### config.mk
export PLATFORM = sky130hd
export DESIGN_NAME = alu_seq16_flat
export DESIGN_NICKNAME = d
export VERILOG_FILES = /design/src/rtl/alu_seq16_if.sv /design/src/rtl/alu_seq16.sv /design/src/flat_wrapper.sv
export SDC_FILE = /design/constraint.sdc
export NUM_CORES = 1
export LEC_CHECK = 0
export ABC_AREA = 0
export CORE_MARGIN = 1
export CORE_UTILIZATION = 45
export CTS_BUF_LIST = sky130_fd_sc_hd__clkbuf_4
export DETAILED_ROUTE_END_ITERATION = 8
export PLACE_DENSITY = 0.87
export SETUP_SLACK_MARGIN = 0.15
export SLEW_MARGIN = 30
export SYNTH_ARGS = -nofsm -noshare
export SYNTH_HDL_FRONTEND = slang
export SYNTH_SLANG_ARGS = --single-unit
### constraint.sdc
create_clock -name clk -period 1.8 [get_ports clk]
set_clock_uncertainty 0.15 [all_clocks]
set_input_delay 0.18 -clock clk [delete_from_list [all_inputs] [get_ports clk]]
set_output_delay 0.18 -clock clk [all_outputs]
set_load 0.05 [all_outputs]
### src/rtl/alu_seq16_if.sv
// Bus bundle for alu_seq16: command handshake, result handshake and the
// byte-wide drive/return lines of the attached 8-bit ALU.
interface alu_seq16_if;
  logic        cmd_valid;
  logic        cmd_ready;
  logic [1:0]  cmd_op;
  logic [15:0] cmd_x;
  logic [15:0] cmd_y;

  logic [7:0]  alu_a;
  logic [7:0]  alu_b;
  logic        alu_cin;
  logic [1:0]  alu_sel;
  logic [7:0]  alu_out;
  logic        alu_cout;

  logic        res_valid;
  logic        res_ready;
  logic [15:0] res_data;
  logic        res_carry;
  logic        res_zero;

  // Sequencer side.
  modport slave (
    input  cmd_valid, cmd_op, cmd_x, cmd_y, res_ready, alu_out, alu_cout,
    output cmd_ready, alu_a, alu_b, alu_cin, alu_sel,
           res_valid, res_data, res_carry, res_zero
  );

  // Producer / consumer / ALU side.
  modport master (
    output cmd_valid, cmd_op, cmd_x, cmd_y, res_ready, alu_out, alu_cout,
    input  cmd_ready, alu_a, alu_b, alu_cin, alu_sel,
           res_valid, res_data, res_carry, res_zero
  );
endinterface

### src/rtl/alu_seq16.sv
// 16-bit operation sequencer: runs a command through an external 8-bit ALU
// as a low-byte pass then a high-byte pass, chaining carry/borrow between them.
module alu_seq16 (
  input  logic         clk,
  input  logic         rst,
  alu_seq16_if.slave   bus,
  output logic [1:0]   dbg_state
);

  typedef enum logic [1:0] {
    IDLE = 2'd0,
    LO   = 2'd1,
    HI   = 2'd2,
    DONE = 2'd3
  } state_t;

  state_t      state;
  state_t      state_next;
  logic        cmd_fire;

  logic [1:0]  op_q;
  logic [15:0] x_q;
  logic [15:0] y_q;
  logic        carry_q;
  logic [15:0] res_q;
  logic        res_carry_q;
  logic        res_zero_q;

  // Handshakes: a transfer happens on a rising edge where valid && ready.
  // cmd_ready depends on state only and res_valid is state only, so neither
  // handshake input reaches any output combinationally; a producer must hold
  // its command (and a consumer sees the result held) until the transfer.
  always_ff @(posedge clk) begin
    if (rst) begin
      state <= IDLE;
    end else begin
      state <= state_next;
    end
  end

  always_comb begin
    state_next = state;
    cmd_fire   = 1'b0;
    case (state)
      IDLE: begin
        if (bus.cmd_valid) begin
          cmd_fire   = 1'b1;
          state_next = LO;
        end
      end
      LO:      state_next = HI;
      HI:      state_next = DONE;
      DONE: begin
        if (bus.res_ready) begin
          state_next = IDLE;
        end
      end
      default: state_next = IDLE;
    endcase
  end

  always_ff @(posedge clk) begin
    if (rst) begin
      op_q        <= 2'b00;
      x_q         <= 16'h0000;
      y_q         <= 16'h0000;
      carry_q     <= 1'b0;
      res_q       <= 16'h0000;
      res_carry_q <= 1'b0;
      res_zero_q  <= 1'b0;
    end else begin
      if (cmd_fire) begin
        op_q <= bus.cmd_op;
        x_q  <= bus.cmd_x;
        y_q  <= bus.cmd_y;
      end
      if (state == LO) begin
        res_q[7:0] <= bus.alu_out;
        carry_q    <= bus.alu_cout;
      end
      if (state == HI) begin
        res_q[15:8] <= bus.alu_out;
        res_carry_q <= bus.alu_cout;
        // Low byte is already registered; zero is judged on the full word.
        res_zero_q  <= ({bus.alu_out, res_q[7:0]} == 16'h0000);
      end
    end
  end

  always_comb begin
    bus.alu_a   = 8'h00;
    bus.alu_b   = 8'h00;
    bus.alu_cin = 1'b0;
    bus.alu_sel = op_q;
    case (state)
      LO: begin
        bus.alu_a = x_q[7:0];
        bus.alu_b = y_q[7:0];
      end
      HI: begin
        bus.alu_a   = x_q[15:8];
        bus.alu_b   = y_q[15:8];
        // Only add/sub (op[1]==0) chain the low-byte carry/borrow.
        bus.alu_cin = op_q[1] ? 1'b0 : carry_q;
      end
      default: ;
    endcase
  end

  assign bus.cmd_ready = (state == IDLE);
  assign bus.res_valid = (state == DONE);
  assign bus.res_data  = res_q;
  assign bus.res_carry = res_carry_q;
  assign bus.res_zero  = res_zero_q;
  assign dbg_state     = state;

endmodule

### src/flat_wrapper.sv
// flat-port wrapper written by rule: the top's interface ports become plain ports
module alu_seq16_flat 
  (clk, rst, dbg_state, bus_cmd_valid, bus_cmd_op, bus_cmd_x, bus_cmd_y, bus_res_ready, bus_alu_out, bus_alu_cout, bus_cmd_ready, bus_alu_a, bus_alu_b, bus_alu_cin, bus_alu_sel, bus_res_valid, bus_res_data, bus_res_carry, bus_res_zero);
  alu_seq16_if bus_i ();
  input  logic clk;
  input  logic rst;
  output logic [1:0] dbg_state;
  input wire logic [$bits(bus_i.cmd_valid)-1:0] bus_cmd_valid;
  input wire logic [$bits(bus_i.cmd_op)-1:0] bus_cmd_op;
  input wire logic [$bits(bus_i.cmd_x)-1:0] bus_cmd_x;
  input wire logic [$bits(bus_i.cmd_y)-1:0] bus_cmd_y;
  input wire logic [$bits(bus_i.res_ready)-1:0] bus_res_ready;
  input wire logic [$bits(bus_i.alu_out)-1:0] bus_alu_out;
  input wire logic [$bits(bus_i.alu_cout)-1:0] bus_alu_cout;
  output wire logic [$bits(bus_i.cmd_ready)-1:0] bus_cmd_ready;
  output wire logic [$bits(bus_i.alu_a)-1:0] bus_alu_a;
  output wire logic [$bits(bus_i.alu_b)-1:0] bus_alu_b;
  output wire logic [$bits(bus_i.alu_cin)-1:0] bus_alu_cin;
  output wire logic [$bits(bus_i.alu_sel)-1:0] bus_alu_sel;
  output wire logic [$bits(bus_i.res_valid)-1:0] bus_res_valid;
  output wire logic [$bits(bus_i.res_data)-1:0] bus_res_data;
  output wire logic [$bits(bus_i.res_carry)-1:0] bus_res_carry;
  output wire logic [$bits(bus_i.res_zero)-1:0] bus_res_zero;
  assign bus_i.cmd_valid = bus_cmd_valid;
  assign bus_i.cmd_op = bus_cmd_op;
  assign bus_i.cmd_x = bus_cmd_x;
  assign bus_i.cmd_y = bus_cmd_y;
  assign bus_i.res_ready = bus_res_ready;
  assign bus_i.alu_out = bus_alu_out;
  assign bus_i.alu_cout = bus_alu_cout;
  assign bus_cmd_ready = bus_i.cmd_ready;
  assign bus_alu_a = bus_i.alu_a;
  assign bus_alu_b = bus_i.alu_b;
  assign bus_alu_cin = bus_i.alu_cin;
  assign bus_alu_sel = bus_i.alu_sel;
  assign bus_res_valid = bus_i.res_valid;
  assign bus_res_data = bus_i.res_data;
  assign bus_res_carry = bus_i.res_carry;
  assign bus_res_zero = bus_i.res_zero;
  alu_seq16 u_core (.clk(clk), .rst(rst), .bus(bus_i), .dbg_state(dbg_state));
endmodule
==> impl_metrics.json <==
{
  "cts.htree.levels": 2,
  "async_flop_share_pct": 0,
  "grt_antenna_before_repair": 0,
  "critPathTopFamily": "buffers and inverters",
  "peakVddDrop_mv": 0.9563,
  "ys_seq_elements": 55,
  "period_share_pct": 112.4,
  "multiInputGateArea_sq_um": 1366,
  "syn_area_per_cell_sq_um": 8.407,
  "p_leak_uw": 0.001425,
  "detailed_place_hpwl_um": 4322,
  "grt_pass1_vias": 2118,
  "wirelength_um": 6571,
  "synth-simple-area-share_pct": 22.54,
  "syn_to_final_growth_pct": 66.11,
  "synth.cell_area_sq_um": 2303,
  "grt_pass1_wl_um": 10180,
  "finalSetupViolations": 17,
  "drtIter0Drc": 129,
  "critPathMaxFanout": 9,
  "ff2ff_setup_slack_ns": 0.13,
  "critPathMaxStageDelay_ns": 0.40,
  "cp-end-kind": "output pin",
  "ys_top_cells_by_area": "dfxtp_1 (48%), nand2_1 (12%), mux2i_1 (7.8%)",
  "drive_gt1_share_pct": 28.57,
  "layout_setup_ws_ns": -0.2238,
  "clk_pin_slew_worst_paths_ns": 0.19,
  "violations": "setup timing",
  "ys_types": 23,
  "num_antenna_cells": 0,
  "synth_xor_xnor_area_share_pct": 0,
  "arrival_ns": 1.69,
  "synth_top_family_by_area": "simple AND/OR/NAND/NOR gates",
  "worstMarginPinSlew_ns": 0.4876,
  "clk_latency_ns": 0.41,
  "max_cap_violations": 0,
  "place_inst": 417,
  "startpoint_type": "register",
  "hold_viol": 0,
  "synth_common_cells": "nand2_1 (71), dfxtp_1 (55), a21oi_1 (35)",
  "cts_buffers": 5,
  "yosysTopAreaCell": "dfxtp_1",
  "cts_tree": "done",
  "drcViolationCount": 0,
  "critPathBufInv": 3,
  "fin_cells": 431,
  "yosysMostFrequentCell": "nand2_1",
  "grt_max_degree": 35,
  "syn_nets": 327,
  "die_h_um": 73.55,
  "synth_compound_area_share_pct": 13.58,
  "power.density_nw_per_um2": 1471,
  "worst-setup-path-type": "register to output pin",
  "layout_min_cycle_time_ns": 2.024,
  "slew_headroom_pct": 67.62,
  "yosysTopAreaCellShare_pct": 47.80,
  "antenna_left": 0,
  "hold_class": "primary input to register",
  "die_w_um": 73.55,
  "floorplan.initialDensity_pct": 47.82,
  "seq_area_frac_synth_pct": 47.80,
  "synth_edf_count": 0,
  "max_clock_freq_mhz": 494.1,
  "grt_setup_unrepaired": "yes",
  "grt_usage_pct": 24.99,
  "gp_congestion": 0.8196,
  "ys.flop_type": "dfxtp_1",
  "firstDrtPassIters": 4,
  "finalMaxSlewViolations": 0,
  "path_cells": "buf_6 > ha_4 > buf_6 > a22oi_2 > nor2b_4 > buf_12",
  "overflow": 0,
  "clockRootBuffer": "clkbuf_4",
  "clock_sinks": 55,
  "synthCells": 274,
  "via_per_inst": 5.204,
  "post-place-ws_ns": 0.1622,
  "required_ns": 1.47,
  "ff_latch_area_sq_um": 1109,
  "rows": 25,
  "place.port_buffers": 87,
  "yosys_warnings": 0,
  "fin_nets": 416,
  "post_drt_wl_per_cell_um": 15.25,
  "clock_path_buffers": 2,
  "muxShareOfSynthArea_pct": 7.822,
  "crit_top_cell": "buf_6",
  "fill_cells": 299,
  "dpl_cell_area_sq_um": 3578,
  "core_sq_um": 4817,
  "die_area_sq_um": 5409,
  "outcome": "complete, but fails checks",
  "final_area_sq_um": 3826,
  "io_pins": 88,
  "synth_fa_ha_area_share_pct": 3.259,
  "final_util_pct": 79.43,
  "vias": 2243,
  "slowest_stage": "dfxtp_4"
}
[kinds of logic after synthesis]
logic type	count (synthesis)
buffers and inverters	22
adders and majority gates	6
muxes	18
AOI/OAI and AO/OA	54
and+or+nand+nor	119
DFF	55
[worst paths after layout]
path | startpoint | to | cells past startpoint
worst max-delay path | u_core.dbg_state[0] | bus_alu_b[0] | 6
worst min register to register | u_core.y_q[14] | u_core.y_q[14] | 2
worst min-delay path | bus_cmd_x[13] | u_core.x_q[13] | 3
worst max register to register | u_core.dbg_state[0] | u_core.dbg_state[1] | 6
[flip-flops by register name, indices dropped and copies added, names as in the netlist]
| name | cells |
|---|---|
| u_core.dbg_state | 2 |
| u_core.bus.res_carry | 1 |
| u_core.bus.res_data | 16 |
| u_core.carry_q | 1 |
| u_core.y_q | 16 |
| u_core.bus.alu_sel | 2 |
| u_core.x_q | 16 |
| u_core.bus.res_zero | 1 |
[report_power, final]
part	total (uW)	internal, uW	switching (uW)	leakage (uW)
clock	582	165	418	0.0000333
sequential	1720	1500	222	0.000451
combinational	3330	1530	1800	0.000940
total	5630	3190	2440	0.00142
[layer usage]
layer  global-route usage (%)  part of all wire, %  vias up
met1                    30.15                   42     1059
met5                        0                    0        -
met3                    6.447                  6.6        8
li1                         -                    -     1095
met4                    8.547                  1.3        0
met2                    43.02                   51       81
[placed cells by master, fill, tap and decap left out, drive strengths merged]
cell            n
and2            1
nor3            1
clkinvlp        1
or3b            1
nor2b          18
mux2i          18
dfxtp          55
a22oi          16
clkdlybuf4s50  45
clkdlybuf4s15   3
clkinv          1
a21oi          35
nor2           21
or4             1
nor4b           1
dlygate4sd2     1
inv             3
nand4           1
clkbuf          6
nor4            3
buf            51
o21a            1
nand2          71
o21ai           2
dlygate4sd3     1
ha              6
[worst register-to-register path, cell delays in order (launching register included)]
cell	delay (ns)
dfxtp_4	0.40
buf_6	0.12
buf_4	0.13
ha_4	0.16
nor2b_4	0.13
or3b_1	0.35
a21oi_1	0.13
[timing repair]
item                                    4_1_cts  5_1_grt
resized for setup                            28        8
setup buffers                                 4        0
hold buffers                                  1        0
endpoints found under the setup margin       22       26
hold endpoints to repair                     12        0
cloned                                        1        0
pin swaps                                    10        8
[metrics by stage]
| step | TNS, ns | total power (uW) | hold WS, ns |
|---|---|---|---|
| after CTS | -2.879 | 5575 | 0.1443 |
| after global placement | 0 | 4620 | 0.2925 |
| final | -3.121 | 5627 | 0.1394 |
| after global routing | -4.423 | 5891 | 0.1103 |
| after floorplan | 0 | 3838 | 0.1660 |
| after detailed placement | 0 | 4706 | 0.3032 |
[area by class of cell]
| type | count | area share [%] |
|---|---|---|
| clock buffers | 5 | 0.9810 |
| clock inverters | 3 | 0.7194 |
| inverters | 2 | 0.3270 |
| multi-input cells | 197 | 35.71 |
| flip-flops and latches | 55 | 28.97 |
| well taps | 67 | 2.191 |
| repair buffers | 102 | 31.10 |
(Power assumes the default switching activity.)
